## config.mk

```make
export PLATFORM = sky130hd
export DESIGN_NAME = nios_mtl_sysid_arbiter
export DESIGN_NICKNAME = d
export VERILOG_FILES = /design/src/rtl/nios_mtl_sysid_arbiter.sv
export SDC_FILE = /design/constraint.sdc
export NUM_CORES = 1
export LEC_CHECK = 0
export CORE_MARGIN = 10
export CORE_UTILIZATION = 35
export DETAILED_ROUTE_END_ITERATION = 10
export GPL_ROUTABILITY_DRIVEN = 0
export GPL_TIMING_DRIVEN = 0
export PLACE_DENSITY_LB_ADDON = 0.3
export SLEW_MARGIN = 20
export SYNTH_ARGS = -nofsm -noshare
export SYNTH_HDL_FRONTEND = slang
export SYNTH_SLANG_ARGS = --single-unit
```

## constraint.sdc

```tcl
create_clock -name clock -period 2.2 [get_ports clock]
set_clock_uncertainty 0.15 [all_clocks]
set_input_delay 0.33 -clock clock [delete_from_list [all_inputs] [get_ports clock]]
set_output_delay 0.33 -clock clock [all_outputs]
set_load 0.02 [all_outputs]
```

## src/rtl/nios_mtl_sysid_arbiter.sv

```systemverilog
// nios_mtl_sysid_arbiter: checks the sysid ID and timestamp words after
// reset, then shares the sysid slave between two read-only requesters.
//
// Ports:
//   clock, reset            rising-edge clock; synchronous active-high reset
//   m0_* / m1_*             Avalon-MM read-only requester ports
//                           (address, read, waitrequest, readdata,
//                           readdatavalid)
//   s_address, s_readdata   sysid control_slave; readdata is combinational
//                           from s_address
//   check_done, check_pass  boot check finished / both words matched
//   check_err_mask          bit0 = ID mismatch, bit1 = timestamp mismatch
module nios_mtl_sysid_arbiter #(
  parameter logic [31:0] EXPECTED_ID = 32'd0,
  parameter logic [31:0] EXPECTED_TS = 32'd1459350768
) (
  input  logic        clock,
  input  logic        reset,
  input  logic        m0_address,
  input  logic        m0_read,
  output logic        m0_waitrequest,
  output logic [31:0] m0_readdata,
  output logic        m0_readdatavalid,
  input  logic        m1_address,
  input  logic        m1_read,
  output logic        m1_waitrequest,
  output logic [31:0] m1_readdata,
  output logic        m1_readdatavalid,
  output logic        s_address,
  input  logic [31:0] s_readdata,
  output logic        check_done,
  output logic        check_pass,
  output logic [1:0]  check_err_mask
);

  typedef enum logic [1:0] {
    BOOT_ID = 2'd0,
    BOOT_TS = 2'd1,
    ARB     = 2'd2
  } state_t;

  state_t      r_state;
  logic        r_prio1;
  logic        r_rdv0;
  logic        r_rdv1;
  logic [31:0] r_rd0;
  logic [31:0] r_rd1;
  logic        r_done;
  logic        r_pass;
  logic [1:0]  r_err;

  logic        w_arb;
  logic        w_gnt0;
  logic        w_gnt1;
  logic        w_id_bad;
  logic        w_ts_bad;

  // Nothing is accepted in a reset cycle: that transfer would be dropped.
  assign w_arb = (r_state == ARB) & ~reset;

  // r_prio1 set means m1 wins a tie (m0 was granted last).
  always_comb begin
    w_gnt0 = 1'b0;
    w_gnt1 = 1'b0;
    if (w_arb) begin
      if (m0_read && m1_read) begin
        w_gnt0 = ~r_prio1;
        w_gnt1 = r_prio1;
      end else begin
        w_gnt0 = m0_read;
        w_gnt1 = m1_read;
      end
    end
  end

  always_comb begin
    s_address = 1'b0;
    unique case (r_state)
      BOOT_TS: s_address = 1'b1;
      ARB: begin
        if (w_gnt0)
          s_address = m0_address;
        else if (w_gnt1)
          s_address = m1_address;
      end
      default: s_address = 1'b0;
    endcase
  end

  assign w_id_bad = (s_readdata != EXPECTED_ID);
  assign w_ts_bad = (s_readdata != EXPECTED_TS);

  always_ff @(posedge clock) begin
    if (reset) begin
      r_state <= BOOT_ID;
      r_prio1 <= 1'b0;
      r_rdv0  <= 1'b0;
      r_rdv1  <= 1'b0;
      r_rd0   <= 32'd0;
      r_rd1   <= 32'd0;
      r_done  <= 1'b0;
      r_pass  <= 1'b0;
      r_err   <= 2'b00;
    end else begin
      r_rdv0 <= w_gnt0;
      r_rdv1 <= w_gnt1;
      if (w_gnt0)
        r_rd0 <= s_readdata;
      if (w_gnt1)
        r_rd1 <= s_readdata;
      if (w_gnt0)
        r_prio1 <= 1'b1;
      else if (w_gnt1)
        r_prio1 <= 1'b0;
      unique case (r_state)
        BOOT_ID: begin
          r_err[0] <= w_id_bad;
          r_state  <= BOOT_TS;
        end
        BOOT_TS: begin
          r_err[1] <= w_ts_bad;
          r_done   <= 1'b1;
          r_pass   <= ~r_err[0] & ~w_ts_bad;
          r_state  <= ARB;
        end
        default: r_state <= ARB;
      endcase
    end
  end

  assign m0_waitrequest   = ~w_gnt0;
  assign m1_waitrequest   = ~w_gnt1;
  // A response due in a reset cycle is in flight and gets dropped.
  assign m0_readdatavalid = r_rdv0 & ~reset;
  assign m1_readdatavalid = r_rdv1 & ~reset;
  assign m0_readdata      = r_rd0;
  assign m1_readdata      = r_rd1;
  assign check_done       = r_done;
  assign check_pass       = r_pass;
  assign check_err_mask   = r_err;

endmodule

```

* Yosys cells after proc, flatten, opt, wreduce, memory -nomap -nowiden
Index checks and enable logic that the tools add are counted.
** Word-level totals
- Latch bits :: 0
- Bits of input ports :: 38
- Memory bits (read-only) :: 0
- RAM bits :: 0
- Memories :: 0
- Flip-flop bits (word level) :: 73
** Cells by class
- Multiplexer cells :: 10
- Reductions and logical operators :: 4
- Div/mod/pow operators :: 0
- Shift-type cells :: 0
- Equality and inequality tests :: 3
- Multipliers :: 0
- Bitwise gates (word level) :: 10
- Add/sub/neg operators :: 0
- $lt $le $gt $ge :: 0
** Operator list (count)
- $ne 32x31->1 const B :: 1
- $reduce_bool 32->1 :: 1
- $mux 1 :: 8
- $not 1->1 :: 6
- $and 1x1->1 :: 4
- $eq 2x1->1 const B :: 1
- $eq 2x2->1 const B :: 1
- $logic_not 2->1 :: 1
- $mux 2 :: 1
- $pmux 1 s2 :: 1
- $reduce_bool 2->1 :: 1
- $logic_and 1x1->1 :: 1

* Depth between registers and ports, before layout
- Depth in word-level cells :: 6
- Depth in mapped cells :: 7
- Depth with buffers taken out :: 5

* Least setup slack after synthesis
OpenSTA, ideal clock, no wires.
- Kind :: register -> output
- From :: register r_state[0]
- To :: output port s_address
- Data required time :: 1.720 ns
- Arrival :: 1.472 ns
- Cell stages (with the launch flop) :: 8
- Setup slack :: 0.248 ns
- Cells stage by stage :: dfxtp_1 -> inv_1 -> ha_1 -> and3b_1 -> buf_2 -> buf_2 -> nand3_1 -> a21oi_1
** On the way
- Longest elaborated chain between the ends :: 6
** RTL lines
- start, declared :: RTL line 42 : state_t r_state;
- start signal, assigned :: RTL line 95 : r_state <= BOOT_ID;
- start signal, assigned :: RTL line 118 : r_state <= BOOT_TS;
- start signal, assigned :: RTL line 124 : r_state <= ARB;
- $eq 2x2->1 :: RTL line 59, 78
- $and 1x1->1 :: RTL line 59 : assign w_arb = (r_state == ARB) & ~reset;
- $mux 1 :: RTL line 65 : if (w_arb) begin
- $mux 1 :: RTL line 83 : else if (w_gnt1)
- $mux 1 :: RTL line 81 : if (w_gnt0)
- $pmux 1 s2 * :: RTL line 78 : unique case (r_state)
- end, declared :: RTL line 29 : output logic s_address,
Every way passes the cells marked *; elsewhere a longest branch is shown, timed or not.

* Worst setup path in the final report
- From :: register r_state[0]
- To :: output port m0_waitrequest
** On the way
- Longest elaborated chain between the ends :: 4
** RTL lines
- $eq 2x2->1 :: RTL line 59
- $and 1x1->1 :: RTL line 59
- $mux 1 :: RTL line 65
- $not 1->1 :: RTL line 131 : assign m0_waitrequest = ~w_gnt0;
- end, declared :: RTL line 21 : output logic m0_waitrequest,
No other way between the ends.

==> impl_metrics.py <==
metrics = {
    "synthesis": {
        "synthTopCellsByArea": "dfxtp_1 (49%), mux2_2 (12%), nor2b_1 (7.6%), a21oi_1 (5.7%), nand3_1 (5.5%)",
        "yosysWarnings": 0,
        "yosysSeqAreaShare": 0.4910,
        "synth_cells": 313,
        "synth_compound_area_frac": 0.1282,
        "yosysMostFrequentCell": "dfxtp_1",
        "synth_xor_area_frac": 0,
        "synth-simple-area-share": 0.2072,
        "ys_types": 29,
        "synth_seq_cells": 73,
        "synth_mux_area_frac": 0.1211,
        "synthArstFlopShare": 0,
        "synth_fa_ha_area_frac": 0.01261,
        "synth_top_cell_area_share": 0.4910,
        "synth_area_um2": 2977,
        "synth_area_per_cell_um2": 9.510,
        "yosys.area.top_type": "dfxtp_1",
        "synthTopCellsByCount": "dfxtp_1 (73), nor2b_1 (36), a21oi_1 (34)",
        "synth-edff-count": 0,
        "syn-num-nets": 354,
        "synth_top_family_by_area": "simple AND/OR/NAND/NOR gates",
        "synth_flop_cell": "dfxtp_1",
    },
    "clock_network": {
        "clockBufferDepth": 2,
        "cts_tree": "yes",
        "path_clk_slew_ps": 80,
        "clock-root-buffer": "clkbuf_8",
        "clock_latency_ps": 340,
        "cts.sinks": 73,
        "htree_levels": 3,
        "cts_hold_buffers": 0,
        "numCtsBuffers": 9,
    },
    "cells_and_area": {
        "fin_area_um2": 4514,
        "fillCellCount": 770,
        "final_util": 0.5467,
        "fin_nets": 478,
        "diodes": 0,
        "fin_cells": 547,
        "drive_gt1_frac": 0.1719,
        "syn_to_final_growth_pct": 51.66,
    },
    "detailed_routing": {
        "ant_nets": 0,
        "first_iter_violations": 78,
        "wl_per_cell_um": 17.97,
        "dr.pass1.iters": 4,
        "drc": 0,
        "drt-total-wl_um": 9828,
        "vias": 2767,
        "vias_per_cell": 5.059,
    },
    "place": {
        "post-place-cells": 528,
        "hpwl_um": 7447,
        "dpl_cell_area_um2": 4209,
        "io_buffers": 110,
        "dpl_worst_slack_ps": -816.2,
    },
    "critical_path": {
        "cp-start-kind": "flip-flop",
        "cp_max_fo": 10,
        "critPathRequiredTime_ps": 1720,
        "path_class": "reg -> out",
        "crit_arrival_ps": 1620,
        "crit_path_end_kind": "output pin",
    },
    "sta": {
        "fin_crit_sh": 0.9540,
        "finalMaxSlewViolations": 0,
        "hold-worst-slack_ps": 327.1,
        "relSlewSlack": 0.6639,
        "rsz0062_at_grt": "false",
        "setup_tns_ps": 0,
        "worst_pin_slew_ps": 504.2,
        "final_hold_viol_count": 0,
        "fin_crit_ps": 2099,
        "setup_viol": 0,
        "fmax_mhz": 476.5,
        "worst_slack_ps": 101.3,
    },
    "floorplan": {
        "start_util": 0.3605,
        "rows": 33,
        "die_h_um": 112.2,
        "floorplan.die_area_um2": 12590,
        "die_w_um": 112.2,
        "core_area_um2": 8258,
        "io_pins": 111,
    },
    "global_routing": {
        "first_global_vias": 2954,
        "grt_use_total": 0.1537,
        "grt_pass1_wl_um": 15770,
        "grt_max_degree": 20,
        "grt_remaining_overflow": 0,
        "antenna_found_initial": 0,
    },
    "job": {
        "cap_violations": 0,
    },
    "power_and_ir_drop": {
        "p_int_mw": 2.202,
        "p_per_area_nw_per_um2": 656.7,
        "p_total_mw": 2.964,
        "p_clk_frac": 0.390,
        "p_seq_frac": 0.467,
        "p_leak_nw": 1.668,
        "p_sw_frac": 0.2574,
        "ir_worst_vdd_mv": 0.3907,
        "combPwrFrac": 0.143,
        "power.switching_uw": 762.9,
    },
    "min_path": {
        "min_path_type": "reg -> reg",
    },
    "status": {
        "status": "completed",
    },
}
## power groups by stage
stage                     Combinational [mW]  Clock [mW]  Sequential, mW
final                                  0.423        1.16            1.38
after global routing                   0.454        1.24            1.39
after CTS                              0.419        1.18            1.38
after detailed placement               0.408           0            1.41
after global placement                 0.403           0            1.41
after floorplan                        0.139           0            1.46
## registers in the layout (all words and copies together), names as in the netlist
name            cells
r_rdv1              1
r_rdv0              1
check_done          1
r_state             2
r_prio1             1
check_pass          1
m0_readdata        32
check_err_mask      2
m1_readdata        32
## cells in the final DEF (no fill, tap or decap), types with 2 or more instances in the layout
master and count:
clkdlybuf4s50_1 104, dfxtp_1 73, nor2b_1 35, a21oi_1 34, nand3_1 33, o21ai_0 33, mux2_2 32, clkbuf_1 11
buf_4 10, clkbuf_8 9, nor2_1 5, nand4_1 5, inv_1 3, buf_6 3, nand2_1 3, nor3_1 3
nor4_1 3, dlygate4sd2_1 3, clkbuf_4 2, nand3b_1 2, and3b_1 2, a31oi_1 2, buf_1 2, buf_2 2
or4_4 2, nor3b_1 2, o21bai_1 2, ha_1 2, bufinv_16 2, clkinv_2 2, clkinvlp_4 2
## critical path, stage by stage (launching register included)
cell and delay [ps]:
dfxtp_1 360, inv_2 70, ha_4 180, and3b_1 220
nand2_4 140, buf_6 160, buf_4 150
## layout make-up
cell class	instances	area [um^2]	area share
plain buffers	22	122.6	0.02716
clock buffers	9	123.9	0.02744
clock inverters	7	93.84	0.02079
inverters	4	15.01	0.003326
multi-input cells	211	1434	0.3176
flip-flops and latches	73	1461	0.3237
well taps	105	131.4	0.02910
repair buffers	116	1132	0.2508
## cells by family after synthesis
kind of cell / count (synthesis)
muxes: 32
AOI/OAI and AO/OA: 73
buffers and inverters: 29
and+or+nand+nor: 103
DFF: 73
adders and majority gates: 3
## per-layer routing
metal,part of all wire,track usage,vias to the layer above
li1,-,-,1364
met1,0.43,0.1820,1306
met2,0.46,0.2437,85
met3,0.092,0.06709,12
met4,0.015,0.05076,0
met5,0,0,-
## worst paths after layout
| kind | slack [ps] | depth (start not counted) | end | start |
|---|---|---|---|---|
| worst max-delay path | 100 | 6 | m0_waitrequest | r_state[0] |
| worst min-delay path | 330 | 2 | m1_readdata[19] | m1_readdata[19] |
| worst max register to register | 320 | 6 | m0_readdata[12] | r_state[0] |
| worst min register to register | 330 | 2 | m1_readdata[19] | m1_readdata[19] |
## repair_timing
item / in CTS / in global routing
pin swaps: 1 / 0
setup buffers: 2 / 4
endpoints found under the setup margin: 5 / 3
gates resized for setup: 32 / 7
No activity file was read; power rests on OpenSTA's default activity.
